--- config.mk ---
export PLATFORM = sky130hd
export DESIGN_NAME = id_ex_stage
export DESIGN_NICKNAME = d
export VERILOG_FILES = /design/src/rtl/alu_pkg.sv /design/src/rtl/alu_control_decode.sv /design/src/rtl/id_ex_stage.sv
export SDC_FILE = /design/constraint.sdc
export NUM_CORES = 1
export LEC_CHECK = 0
export ABC_AREA = 1
export CAP_MARGIN = 20
export CORE_ASPECT_RATIO = 1.1
export CORE_MARGIN = 2
export CORE_UTILIZATION = 48
export CTS_CLUSTER_SIZE = 14
export DETAILED_ROUTE_END_ITERATION = 6
export PLACE_DENSITY = 0.87
export SLEW_MARGIN = 20
export SYNTH_ARGS = -nofsm -noshare
export SYNTH_HDL_FRONTEND = slang
export SYNTH_SLANG_ARGS = --single-unit
export TNS_END_PERCENT = 10
--- constraint.sdc ---
create_clock -name clk -period 3.4 [get_ports clk]
set_clock_uncertainty 0.15 [all_clocks]
set_input_delay 0.85 -clock clk [delete_from_list [all_inputs] [get_ports clk]]
set_output_delay 0.85 -clock clk [all_outputs]
set_load 0.1 [all_outputs]
--- src/rtl/alu_pkg.sv ---
// Shared ALU definitions: control codes driven to the ALU, alu_op encodings
// from decode, and the R-type funct values the ALU control understands.
package alu_pkg;

  // ALU control codes
  localparam logic [2:0] ALU_ADD = 3'b010;
  localparam logic [2:0] ALU_SUB = 3'b110;
  localparam logic [2:0] ALU_AND = 3'b000;
  localparam logic [2:0] ALU_OR  = 3'b001;
  localparam logic [2:0] ALU_SLT = 3'b111;

  // alu_op encodings produced by the main decoder
  typedef enum logic [1:0] {
    ALU_OP_ADD   = 2'b00,
    ALU_OP_SUB   = 2'b01,
    ALU_OP_RTYPE = 2'b10,
    ALU_OP_SLT   = 2'b11
  } alu_op_e;

  // Supported R-type funct fields
  localparam logic [5:0] FUNCT_ADD = 6'b100000;
  localparam logic [5:0] FUNCT_SUB = 6'b100010;
  localparam logic [5:0] FUNCT_AND = 6'b100100;
  localparam logic [5:0] FUNCT_OR  = 6'b100101;
  localparam logic [5:0] FUNCT_SLT = 6'b101010;

endpackage

--- src/rtl/alu_control_decode.sv ---
// Combinational ALU control decode: maps alu_op/funct to a 3-bit ALU control
// code and flags R-type instructions whose funct is not supported. Unsupported
// functs fall back to ADD so the ALU always sees a defined operation.
module alu_control_decode
  import alu_pkg::*;
(
  input  logic [1:0] alu_op,
  input  logic [5:0] funct,
  output logic [2:0] control,
  output logic       illegal
);

  // Decode alu_op first, then funct for R-type
  always_comb begin
    control = ALU_ADD;
    illegal = 1'b0;
    case (alu_op_e'(alu_op))
      ALU_OP_ADD: control = ALU_ADD;
      ALU_OP_SUB: control = ALU_SUB;
      ALU_OP_SLT: control = ALU_SLT;
      ALU_OP_RTYPE: begin
        case (funct)
          FUNCT_ADD: control = ALU_ADD;
          FUNCT_SUB: control = ALU_SUB;
          FUNCT_AND: control = ALU_AND;
          FUNCT_OR:  control = ALU_OR;
          FUNCT_SLT: control = ALU_SLT;
          default: begin
            control = ALU_ADD;
            illegal = 1'b1;
          end
        endcase
      end
      default: control = ALU_ADD;
    endcase
  end

endmodule

--- src/rtl/id_ex_stage.sv ---
// ID/EX pipeline register. Holds one decoded instruction, registers its ALU
// control code, and presents forwarded operands to the ALU.
// Optional feature macro: ID_EX_STALL_COUNT_EN adds a saturating 16-bit
// stall_count output (cycles with out_valid && !out_ready).
//
// Handshake: a transfer happens on a rising edge where valid && ready are both
// high. in_ready = !out_valid || out_ready, so a new entry may replace the held
// one in the same cycle it is consumed. While out_valid && !out_ready the held
// entry is frozen. flush drops the held entry and blocks capture that cycle
// without changing in_ready.
module id_ex_stage
  import alu_pkg::*;
#(
  parameter int DATA_WIDTH     = 32,
  parameter int REG_ADDR_WIDTH = 5
) (
  input  logic                      clk,
  input  logic                      rst_n,
  input  logic                      flush,
  input  logic                      in_valid,
  output logic                      in_ready,
  input  logic [1:0]                in_alu_op,
  input  logic [5:0]                in_funct,
  input  logic [DATA_WIDTH-1:0]     in_rs_data,
  input  logic [DATA_WIDTH-1:0]     in_rt_data,
  input  logic [DATA_WIDTH-1:0]     in_imm,
  input  logic                      in_alu_src,
  input  logic [REG_ADDR_WIDTH-1:0] in_rs_addr,
  input  logic [REG_ADDR_WIDTH-1:0] in_rt_addr,
  input  logic [REG_ADDR_WIDTH-1:0] in_rd_addr,
  input  logic                      in_reg_write,
  input  logic                      exmem_reg_write,
  input  logic [REG_ADDR_WIDTH-1:0] exmem_rd,
  input  logic [DATA_WIDTH-1:0]     exmem_result,
  input  logic                      memwb_reg_write,
  input  logic [REG_ADDR_WIDTH-1:0] memwb_rd,
  input  logic [DATA_WIDTH-1:0]     memwb_data,
  output logic                      out_valid,
  input  logic                      out_ready,
  output logic [DATA_WIDTH-1:0]     operand_a,
  output logic [DATA_WIDTH-1:0]     operand_b,
  output logic [2:0]                control_signal,
  output logic [REG_ADDR_WIDTH-1:0] out_rd_addr,
  output logic                      out_reg_write,
`ifdef ID_EX_STALL_COUNT_EN
  output logic [15:0]               stall_count,
`endif
  output logic                      illegal_funct
);

  logic                      valid_q;
  logic [2:0]                control_q;
  logic                      illegal_q;
  logic [DATA_WIDTH-1:0]     rs_data_q;
  logic [DATA_WIDTH-1:0]     rt_data_q;
  logic [DATA_WIDTH-1:0]     imm_q;
  logic                      alu_src_q;
  logic [REG_ADDR_WIDTH-1:0] rs_addr_q;
  logic [REG_ADDR_WIDTH-1:0] rt_addr_q;
  logic [REG_ADDR_WIDTH-1:0] rd_addr_q;
  logic                      reg_write_q;

  logic [2:0]                dec_control;
  logic                      dec_illegal;
  logic                      capture;
  logic [DATA_WIDTH-1:0]     fwd_a;
  logic [DATA_WIDTH-1:0]     fwd_b;

  alu_control_decode u_alu_control_decode (
    .alu_op  (in_alu_op),
    .funct   (in_funct),
    .control (dec_control),
    .illegal (dec_illegal)
  );

  assign in_ready = !valid_q || out_ready;
  assign capture  = in_valid && in_ready && !flush;

  // Pipeline register: reset, then flush, then capture, then drain on out_ready
  always_ff @(posedge clk) begin
    if (!rst_n) begin
      valid_q     <= 1'b0;
      control_q   <= ALU_ADD;
      illegal_q   <= 1'b0;
      rs_data_q   <= '0;
      rt_data_q   <= '0;
      imm_q       <= '0;
      alu_src_q   <= 1'b0;
      rs_addr_q   <= '0;
      rt_addr_q   <= '0;
      rd_addr_q   <= '0;
      reg_write_q <= 1'b0;
    end else if (flush) begin
      valid_q <= 1'b0;
    end else if (capture) begin
      valid_q     <= 1'b1;
      control_q   <= dec_control;
      illegal_q   <= dec_illegal;
      rs_data_q   <= in_rs_data;
      rt_data_q   <= in_rt_data;
      imm_q       <= in_imm;
      alu_src_q   <= in_alu_src;
      rs_addr_q   <= in_rs_addr;
      rt_addr_q   <= in_rt_addr;
      rd_addr_q   <= in_rd_addr;
      reg_write_q <= in_reg_write;
    end else if (out_ready) begin
      valid_q <= 1'b0;
    end
  end

  // Forwarding muxes: EX/MEM wins over MEM/WB; register 0 is never forwarded
  always_comb begin
    fwd_a = rs_data_q;
    if (exmem_reg_write && (exmem_rd == rs_addr_q) && (rs_addr_q != '0))
      fwd_a = exmem_result;
    else if (memwb_reg_write && (memwb_rd == rs_addr_q) && (rs_addr_q != '0))
      fwd_a = memwb_data;

    fwd_b = rt_data_q;
    if (exmem_reg_write && (exmem_rd == rt_addr_q) && (rt_addr_q != '0))
      fwd_b = exmem_result;
    else if (memwb_reg_write && (memwb_rd == rt_addr_q) && (rt_addr_q != '0))
      fwd_b = memwb_data;
  end

  assign out_valid      = valid_q;
  assign operand_a      = fwd_a;
  assign operand_b      = alu_src_q ? imm_q : fwd_b;
  assign control_signal = control_q;
  assign out_rd_addr    = rd_addr_q;
  assign out_reg_write  = reg_write_q && valid_q;
  assign illegal_funct  = illegal_q && valid_q;

`ifdef ID_EX_STALL_COUNT_EN
  logic [15:0] stall_cnt_q;

  // Count back-pressured cycles, saturating; only reset clears it
  always_ff @(posedge clk) begin
    if (!rst_n)
      stall_cnt_q <= '0;
    else if (valid_q && !out_ready && (stall_cnt_q != 16'hFFFF))
      stall_cnt_q <= stall_cnt_q + 16'd1;
  end

  assign stall_count = stall_cnt_q;
`endif

endmodule

# Word level (Yosys, flattened, before mapping)

Cells that the tools add are included.

Bits in registers: 118
Output and inout bits: 76

Eq/ne operators: 12
Mux-type cells: 11
Bitwise gates (word level): 2
Reduce and logical (&&, ||, !) cells: 22

Operators by type and width:

| operator                                                              | count |
|---|---|
| 32-bit 2-to-1 mux                                                     | 5 |
| 6-bit equality test, second input constant                            | 5 |
| 3-bit one-hot mux with 4 select lines                                 | 2 |
| 5-bit equality test                                                   | 4 |
| 1-bit logical AND                                                     | 12 |
| 5-bit nonzero test                                                    | 2 |
| 5-bit OR reduction                                                    | 1 |
| 2-bit equality test, second input constant                            | 2 |
| 1-bit 2-to-1 mux                                                      | 4 |
| 2-bit by 1-bit equality test with 1-bit output, second input constant | 1 |
| 1-bit logical NOT                                                     | 2 |
| 2-bit logical NOT                                                     | 1 |
| 1-bit NOT                                                             | 2 |
| 2-bit AND reduction                                                   | 1 |
| 2-bit nonzero test                                                    | 1 |
| 2-bit OR reduction                                                    | 1 |
| 1-bit logical OR                                                      | 1 |

# Depth between registers and ports, before layout

Gate-level depths: netlist of run 1.

Word-level depth: 6
Mapped depth: 12
Gate-level depth less buffers: 11

# By module

Synthesis of run 1 repeated with hierarchy kept, for this count alone.

Cell total of the unflattened synthesis: 1,084
Area total of the unflattened synthesis: 6,692.7 um2

Modules (own cells, without submodules):

| module             | times used | cells an instance | area each (um2) | sequential area each (um2) |
|---|---|---|---|---|
| id_ex_stage        | 1          | 1,057             | 6,572.6         | 2,362.3 |
| alu_control_decode | 1          | 27                | 120.1           | 0.0 |

# Least setup slack after synthesis of run 1

Ideal clock, no wire load.

Path kind: input-to-output
From: input port memwb_reg_write
To: output port operand_a[10]
Arrival: 2.271 ns
Required time: 2.400 ns
Slack: 0.129 ns
Cell stages on the path: 9
Cell sequence: inv_1 > a21oi_1 > nand2_1 > nor2_2 > nand2_2 > buf_6 > nand2_1 > nand3_1 > nand2_1

Longest elaborated chain between the ends: 4

RTL lines:

| what                           | line               | RTL |
|---|---|---|
| start: declaration             | id_ex_stage.sv:35  | `input logic memwb_reg_write,` |
| 1-bit logical AND (2 in a row) | id_ex_stage.sv:117 | `else if (memwb_reg_write && (memwb_rd == rs_addr_q) && (rs_addr_q != '0))` |
| 32-bit 2-to-1 mux              | id_ex_stage.sv:117 |  |
| 32-bit 2-to-1 mux              | id_ex_stage.sv:115 | `if (exmem_reg_write && (exmem_rd == rs_addr_q) && (rs_addr_q != '0))` |
| end: declaration               | id_ex_stage.sv:40  | `output logic [DATA_WIDTH-1:0] operand_a,` |

No other way between the ends.

# Worst setup path in the final report of run 1

From: input port exmem_rd[1]
To: output port operand_b[4]

Longest elaborated chain between the ends: 5

RTL lines:

| what                           | line               | RTL |
|---|---|---|
| start: declaration             | id_ex_stage.sv:33  | `input logic [REG_ADDR_WIDTH-1:0] exmem_rd,` |
| 5-bit equality test            | id_ex_stage.sv:121 | `if (exmem_reg_write && (exmem_rd == rt_addr_q) && (rt_addr_q != '0))` |
| 1-bit logical AND (2 in a row) | id_ex_stage.sv:121 |  |
| 32-bit 2-to-1 mux              | id_ex_stage.sv:121 |  |
| 32-bit 2-to-1 mux              | id_ex_stage.sv:129 | `assign operand_b = alu_src_q ? imm_q : fwd_b;` |
| end: declaration               | id_ex_stage.sv:41  | `output logic [DATA_WIDTH-1:0] operand_b,` |

No other way between the ends.

==> results of run 1 <==
flip-flops by register name, indices dropped and copies added (netlist names):
name and cells:
alu_src_q 1, control_signal 3, illegal_q 1, imm_q 32
out_rd_addr 5, out_valid 1, reg_write_q 1, rs_addr_q 5
rs_data_q 32, rt_addr_q 5, rt_data_q 32
layer usage:
layer | track usage | wire [µm] | vias up
met3 | 0.103 | 3060 | 176
met4 | 0.252 | 1980 | 2
met2 | 0.639 | 14500 | 622
met5 | 0 | 16 | -
li1 | - | - | 4120
met1 | 0.432 | 11000 | 4124
worst max-delay path, cell delays in order:
cell           delay (ns)
dlygate4sd2_1        0.25
inv_2                0.07
nand2_1              0.06
nand3_1              0.11
nor2_4               0.12
buf_12               0.15
buf_12               0.15
nand3_1              0.11
nand2_1              0.10
inv_1                0.08
nand2_1              0.12
nand2_2              0.08
buf_12               0.17
cell families after synthesis:
group	Yosys count
flops	118
buf+inv	206
compound gates	168
xor+xnor	4
simple gates	636
cell type report:
cell class                 instances  area, µm²  area share
sequential                       118       2360       0.202
tap                              188        235      0.0201
inverter                         129        487      0.0416
clock inverter                    12        150      0.0128
timing repair buffer             322       4130       0.353
antenna                            1       2.50    0.000214
clock buffer                      20        467      0.0399
multi-input combinational        808       3860       0.330
cells in the final DEF (no fill, tap or decap), types with 2 or more instances in the layout:
cell / count
dlygate4sd2_1: 3
buf_12: 83
bufbuf_16: 3
nand2_1: 256
nand3_1: 126
nor2_1: 148
o211ai_1: 4
a21oi_2: 2
clkinvlp_4: 3
bufinv_16: 3
o21ai_0: 114
clkbuf_16: 19
nand2_2: 46
nand3_2: 13
clkdlybuf4s50_1: 188
nand3b_1: 33
clkdlybuf4s15_1: 2
clkbuf_8: 3
clkinv_2: 4
a21oi_1: 45
buf_8: 2
buf_4: 26
buf_6: 2
inv_2: 15
inv_1: 112
xnor2_1: 3
nand4_1: 3
buf_16: 4
clkbuf_2: 6
nor2_4: 7
dfxtp_1: 118
through the flow:
stage	cells	instance area [µm²]	util	worst slack, ns	hold WS [ns]
2_1_floorplan	1132	6890	-	0.129	0.280
3_3_place_gp	1548	10500	0.757	-0.220	0.289
3_5_place_dp	1548	10500	0.757	-0.261	0.291
4_1_cts	1592	11500	0.829	0.00778	0.306
5_1_grt	1597	11700	0.841	-0.0715	0.333
6_report	1598	11700	0.841	-0.0283	0.306
worst max-delay path by stage:
stage | startpoint | endpoint | cells past startpoint
detailed placement | memwb_rd[1] | operand_a[0] | 10
CTS | memwb_rd[2] | operand_a[12] | 11
global route | exmem_rd[2] | operand_b[4] | 12
global placement | memwb_rd[3] | operand_a[20] | 10
finish | exmem_rd[1] | operand_b[4] | 13
floorplan | memwb_reg_write | operand_a[10] | 9
where the power goes:
group / leakage (nW) / internal [mW] / switching (mW)
registers: 0.973 / 1.48 / 0.0519
logic: 4.21 / 0.719 / 1.14
clock network: 0.298 / 1.21 / 0.680
total: 5.48 / 3.40 / 1.88
what timing repair did:
action,in CTS,in global routing
gates cloned,7,2
setup buffers,6,3
setup endpoints to repair,64,64
gates resized for setup,62,45
pin swaps,16,22
==> flow_summary.json, run 1 <==
{
  "ys_ff_latch": 118,
  "finalWorstPathRequiredPeriod_ns": 3.43,
  "grt_pass1_wl_um": 45900,
  "synth_ff_type": "dfxtp_1",
  "synth.area.mux_share": 0,
  "hp-start": "rs_data_q[23]",
  "synth_top_cells_by_area": "dfxtp_1 34%, nand2_1 16%, nand3_1 10%",
  "arrival_ns": 2.43,
  "fmax_mhz": 292,
  "cts_root_buf": "clkbuf_16",
  "clockBufferDepth": 2,
  "dp_hpwl_um": 18900,
  "grt_max_degree": 77,
  "cts_hold_buf": 0,
  "cts_htree_levels": 4,
  "synth-simple-area-share": 0.400,
  "setup_violations": 1,
  "finalSetupTns_ns": -0.0283,
  "synth_top_family_by_area": "simple AND/OR/NAND/NOR gates",
  "dieArea_um2": 15300,
  "cp-end-kind": "output port",
  "wirelength_um": 30600,
  "synth_compound_area_frac": 0.124,
  "min_delay_path_depth": 2,
  "rrSetupSlack_ns": 1.46,
  "dieHeight_um": 130,
  "async_reset_ff_frac": 0,
  "ys_seq_area_frac": 0.343,
  "crit_type": "input port to output port",
  "power.density_nw_per_um2": 451,
  "clkTransAtPathRegs_ns": 0.05,
  "synthTopCellsByCount": "298 x nand2_1, 148 x nor2_1, 139 x nand3_1, 118 x dfxtp_1, 116 x inv_1",
  "avgViaCountPerCell": 5.66,
  "io_buffers": 277,
  "wl_per_cell_um": 19.1,
  "grt_overflow_total": 0,
  "cts_inserted_buffers": 17,
  "min_period_over_period": 1.01,
  "rr_startpoint": "out_valid",
  "critPathLaunchType": "input port",
  "yosys.cell_count.top_type": "nand2_1",
  "worst_pin_slew_ns": 0.639,
  "drive_gt1_frac": 0.177,
  "violations": "setup timing",
  "antenna_found_initial": 2,
  "vias": 9044,
  "netlist_area_um2": 6890,
  "cts_tree": "built",
  "area_growth_syn_to_layout_pct": 69.7,
  "hold_class": "flip-flop to flip-flop",
  "ys_warn_count": 0,
  "rsz0062_at_grt": "yes",
  "cts_sinks": 118,
  "drt-initial-drc-count": 1388,
  "yosysUniqueCellTypes": 25,
  "power.total_mw": 5.28,
  "ios": 278,
  "synth_fa_ha_area_frac": 0,
  "slew-limit-headroom": 0.574,
  "drcViolationCount": 0,
  "synth_cells": 1132,
  "chipWidth_um": 118,
  "nNetsFinal": 1598,
  "drtAntennaViolNets": 0,
  "synth_nets": 1334,
  "timing.final.ws_setup_ns": -0.0283,
  "max_cap_viol_count": 0,
  "rows": 45,
  "slew_viol_final": 0,
  "outcome": "complete, but fails checks",
  "ir_worst_vdd_v": 0.000369,
  "n_fill_cell": 828,
  "syn_avg_cell_area_um2": 6.09,
  "p_leak_nw": 5.48,
  "place.gp.congestion": 0.953,
  "initial_utilization": 0.496,
  "whs_endpoint": "rs_data_q[23]",
  "r2r_end": "rs_data_q[19]",
  "synth-xor-area-share": 0.00508,
  "firstDrtPassIters": 7,
  "grt_usage": 0.382,
  "yosys.area.top_type": "dfxtp_1",
  "clk_latency_ns": 0.42,
  "hold_viol_final": 0,
  "required_ns": 2.40,
  "synth_top_area_share": 0.343,
  "worstRegToRegCells": 7,
  "synth_edf_count": 0,
  "core_um2": 13900,
  "path_max_fanout": 10,
  "grt_pass1_vias": 8830
}
No activity file was read; power rests on OpenSTA's default activity.
==> run 2, diff against run 1 <==
Settings changed: CORE_UTILIZATION 48 to 49, CTS_BUF_LIST from default to sky130_fd_sc_hd__clkbuf_8, HOLD_SLACK_MARGIN from default to 0.15, PLACE_DENSITY 0.87 to 0.88.
==> run 2 against run 1 <==
The run ends with DRC left. Routed wire length down 0.23%. Die area shrank 2.0%. Hold slack better by 0.0013 ns. Worst setup slack improved by 0.037 ns. Maximum frequency is 1.1% higher. Global-route usage fell by 0.11 points. Design area grew 0.55%. Flip-flop and latch count unchanged. Non-clock buffer count grew 12. Via count is 0.20% higher. Critical endpoint is now operand_b[12]. Highest routed layer is now met4.
==> flow_summary.json, run 2 (synthesized netlist as in run 1, its figures left out) <==
{
  "clkPwrFrac": 0.307,
  "vias": 9062,
  "wl_per_cell_um": 18.9,
  "finalSetupTns_ns": 0,
  "hold_class": "flip-flop to flip-flop",
  "utilization": 0.853,
  "finalWorstPathRequiredPeriod_ns": 3.39,
  "cts_inserted_buffers": 17,
  "path_max_fanout": 6,
  "max_cap_viol_count": 0,
  "clockBufferDepth": 2,
  "drt-initial-drc-count": 1251,
  "grt_pass1_vias": 8662,
  "grt_usage": 0.381,
  "cts_sinks": 118,
  "crit_type": "input port to output port",
  "violations": "DRC",
  "p_leak_nw": 5.48,
  "dieHeight_um": 128,
  "power.total_mw": 4.99,
  "required_ns": 2.40,
  "setup_violations": 0,
  "rrSetupSlack_ns": 1.21,
  "slew-limit-headroom": 0.512,
  "ir_worst_vdd_v": 0.000341,
  "netSwitchingPower_mw": 1.81,
  "stdcell_count": 1611,
  "critPathLaunchType": "input port",
  "grt_pass1_wl_um": 44000,
  "grt_overflow_total": 0,
  "fmax_mhz": 295,
  "drcViolationCount": 2,
  "dieArea_um2": 15000,
  "cp-end-kind": "output port",
  "hold_viol_final": 0,
  "chipWidth_um": 117,
  "cts_root_buf": "clkbuf_8",
  "grt_max_degree": 86,
  "clk_latency_ns": 0.44,
  "initial_utilization": 0.500,
  "ios": 278,
  "p_seq_frac": 0.307,
  "seq_area_um2": 2360,
  "cts_htree_levels": 4,
  "dp.cells": 1547,
  "worst_pin_slew_ns": 0.731,
  "dp_hpwl_um": 18800,
  "timing.final.ws_setup_ns": 0.00911,
  "outcome": "complete, but fails checks",
  "core_um2": 13800,
  "drive_gt1_frac": 0.188,
  "internal-power_mw": 3.18,
  "area_growth_syn_to_layout_pct": 70.6,
  "firstDrtPassIters": 7,
  "n_fill_cell": 780,
  "cp_cell_sequence": "clkbuf_2 -> inv_1 -> nand2_1 -> nand3_2 -> nor2_4 -> buf_6 -> buf_12 -> buf_16 -> nand3_1 -> nand3_1 -> nand2_2 -> nand2_2 -> buf_12",
  "slew_viol_final": 0,
  "io_buffers": 277,
  "cts_tree": "built",
  "cpPeakStageDelay_ns": 0.19,
  "pre_cts_ws_ns": -0.274,
  "final_cell_mix": "254 x nand2_1, 188 x clkdlybuf4s50_1, 148 x nor2_1",
  "power.density_nw_per_um2": 424,
  "multi_input_area_um2": 3880,
  "avgViaCountPerCell": 5.63,
  "nNetsFinal": 1610,
  "antenna_found_initial": 1,
  "rows": 45,
  "arrival_ns": 2.39,
  "wirelength_um": 30500,
  "reg_top3": "imm_q x32, rs_data_q x32, rt_data_q x32",
  "comb_power_share": 0.386,
  "min_period_over_period": 0.997,
  "clkTransAtPathRegs_ns": 0.07,
  "switching_share": 0.363,
  "layout_commonest_cell": "nand2_1",
  "drtAntennaViolNets": 0,
  "place.gp.congestion": 0.963,
  "cp_slowest_cell": "nor2_4"
}
## run 2: cell types whose count changed in the layout (fill, tap and decap cells not counted), sizes merged
| cell | before | now |
|---|---|---|
| bufinv | 3 | 5 |
| inv | 129 | 128 |
| clkbuf | 28 | 31 |
| clkdlybuf4s15 | 2 | 1 |
| buf | 118 | 131 |
| bufbuf | 3 | 2 |
| diode | 1 | 2 |
| clkinvlp | 3 | 4 |
| clkinv | 6 | 4 |
| dlygate4sd2 | 3 | 1 |
## run 2: area by class of cell
| class | count | area share |
|---|---|---|
| well taps | 188 | 0.0200 |
| repair buffers | 334 | 0.367 |
| inverters | 129 | 0.0414 |
| diodes | 2 | 0.000426 |
| clock buffers | 20 | 0.0234 |
| flip-flops and latches | 118 | 0.201 |
| multi-input cells | 808 | 0.330 |
| clock inverters | 12 | 0.0169 |
## run 2: metal layers
metal,share of wire,vias to the layer above,wire (µm),GRT usage
li1,-,4134,-,-
met2,0.48,658,14600,0.639
met4,0.070,0,2150,0.228
met3,0.098,181,2990,0.0890
met1,0.35,4089,10700,0.439
met5,0,-,0,0
## run 2: final timing paths
path                      start       endpoint  cells after the start
setup / recovery    memwb_rd[0]  operand_b[12]                     13
hold / removal    rs_data_q[16]  rs_data_q[16]                      2
setup reg to reg      out_valid  rs_data_q[13]                      7
hold reg to reg   rs_data_q[16]  rs_data_q[16]                      2
## run 2: through the flow
stage          hold WS (ns)  area, µm²
6_report              0.307      11800
5_1_grt               0.337      11800
4_1_cts               0.305      11500
3_5_place_dp          0.295      10500
3_3_place_gp          0.288      10500
2_1_floorplan         0.280       6890
## run 2: critical path, delay by kind of cell
family	cells	cell delay, ns
buf+inv	6	0.78
simple gates	7	0.76
## run 2: power by group through the flow
stage                     registers, mW  clock network (mW)  logic, mW
after CTS                          1.52                1.53       1.86
after global routing               1.54                1.61       2.01
final                              1.53                1.53       1.93
after global placement             1.55                   0       1.71
after detailed placement           1.55                   0       1.73
after floorplan                    1.58                   0      0.946
## run 2: repair_timing
action	CTS	global route
hold buffers	0	0
resized for setup	63	56
endpoints found under the setup margin	64	64
setup buffers	13	5
pin swaps	14	30
gates cloned	9	5
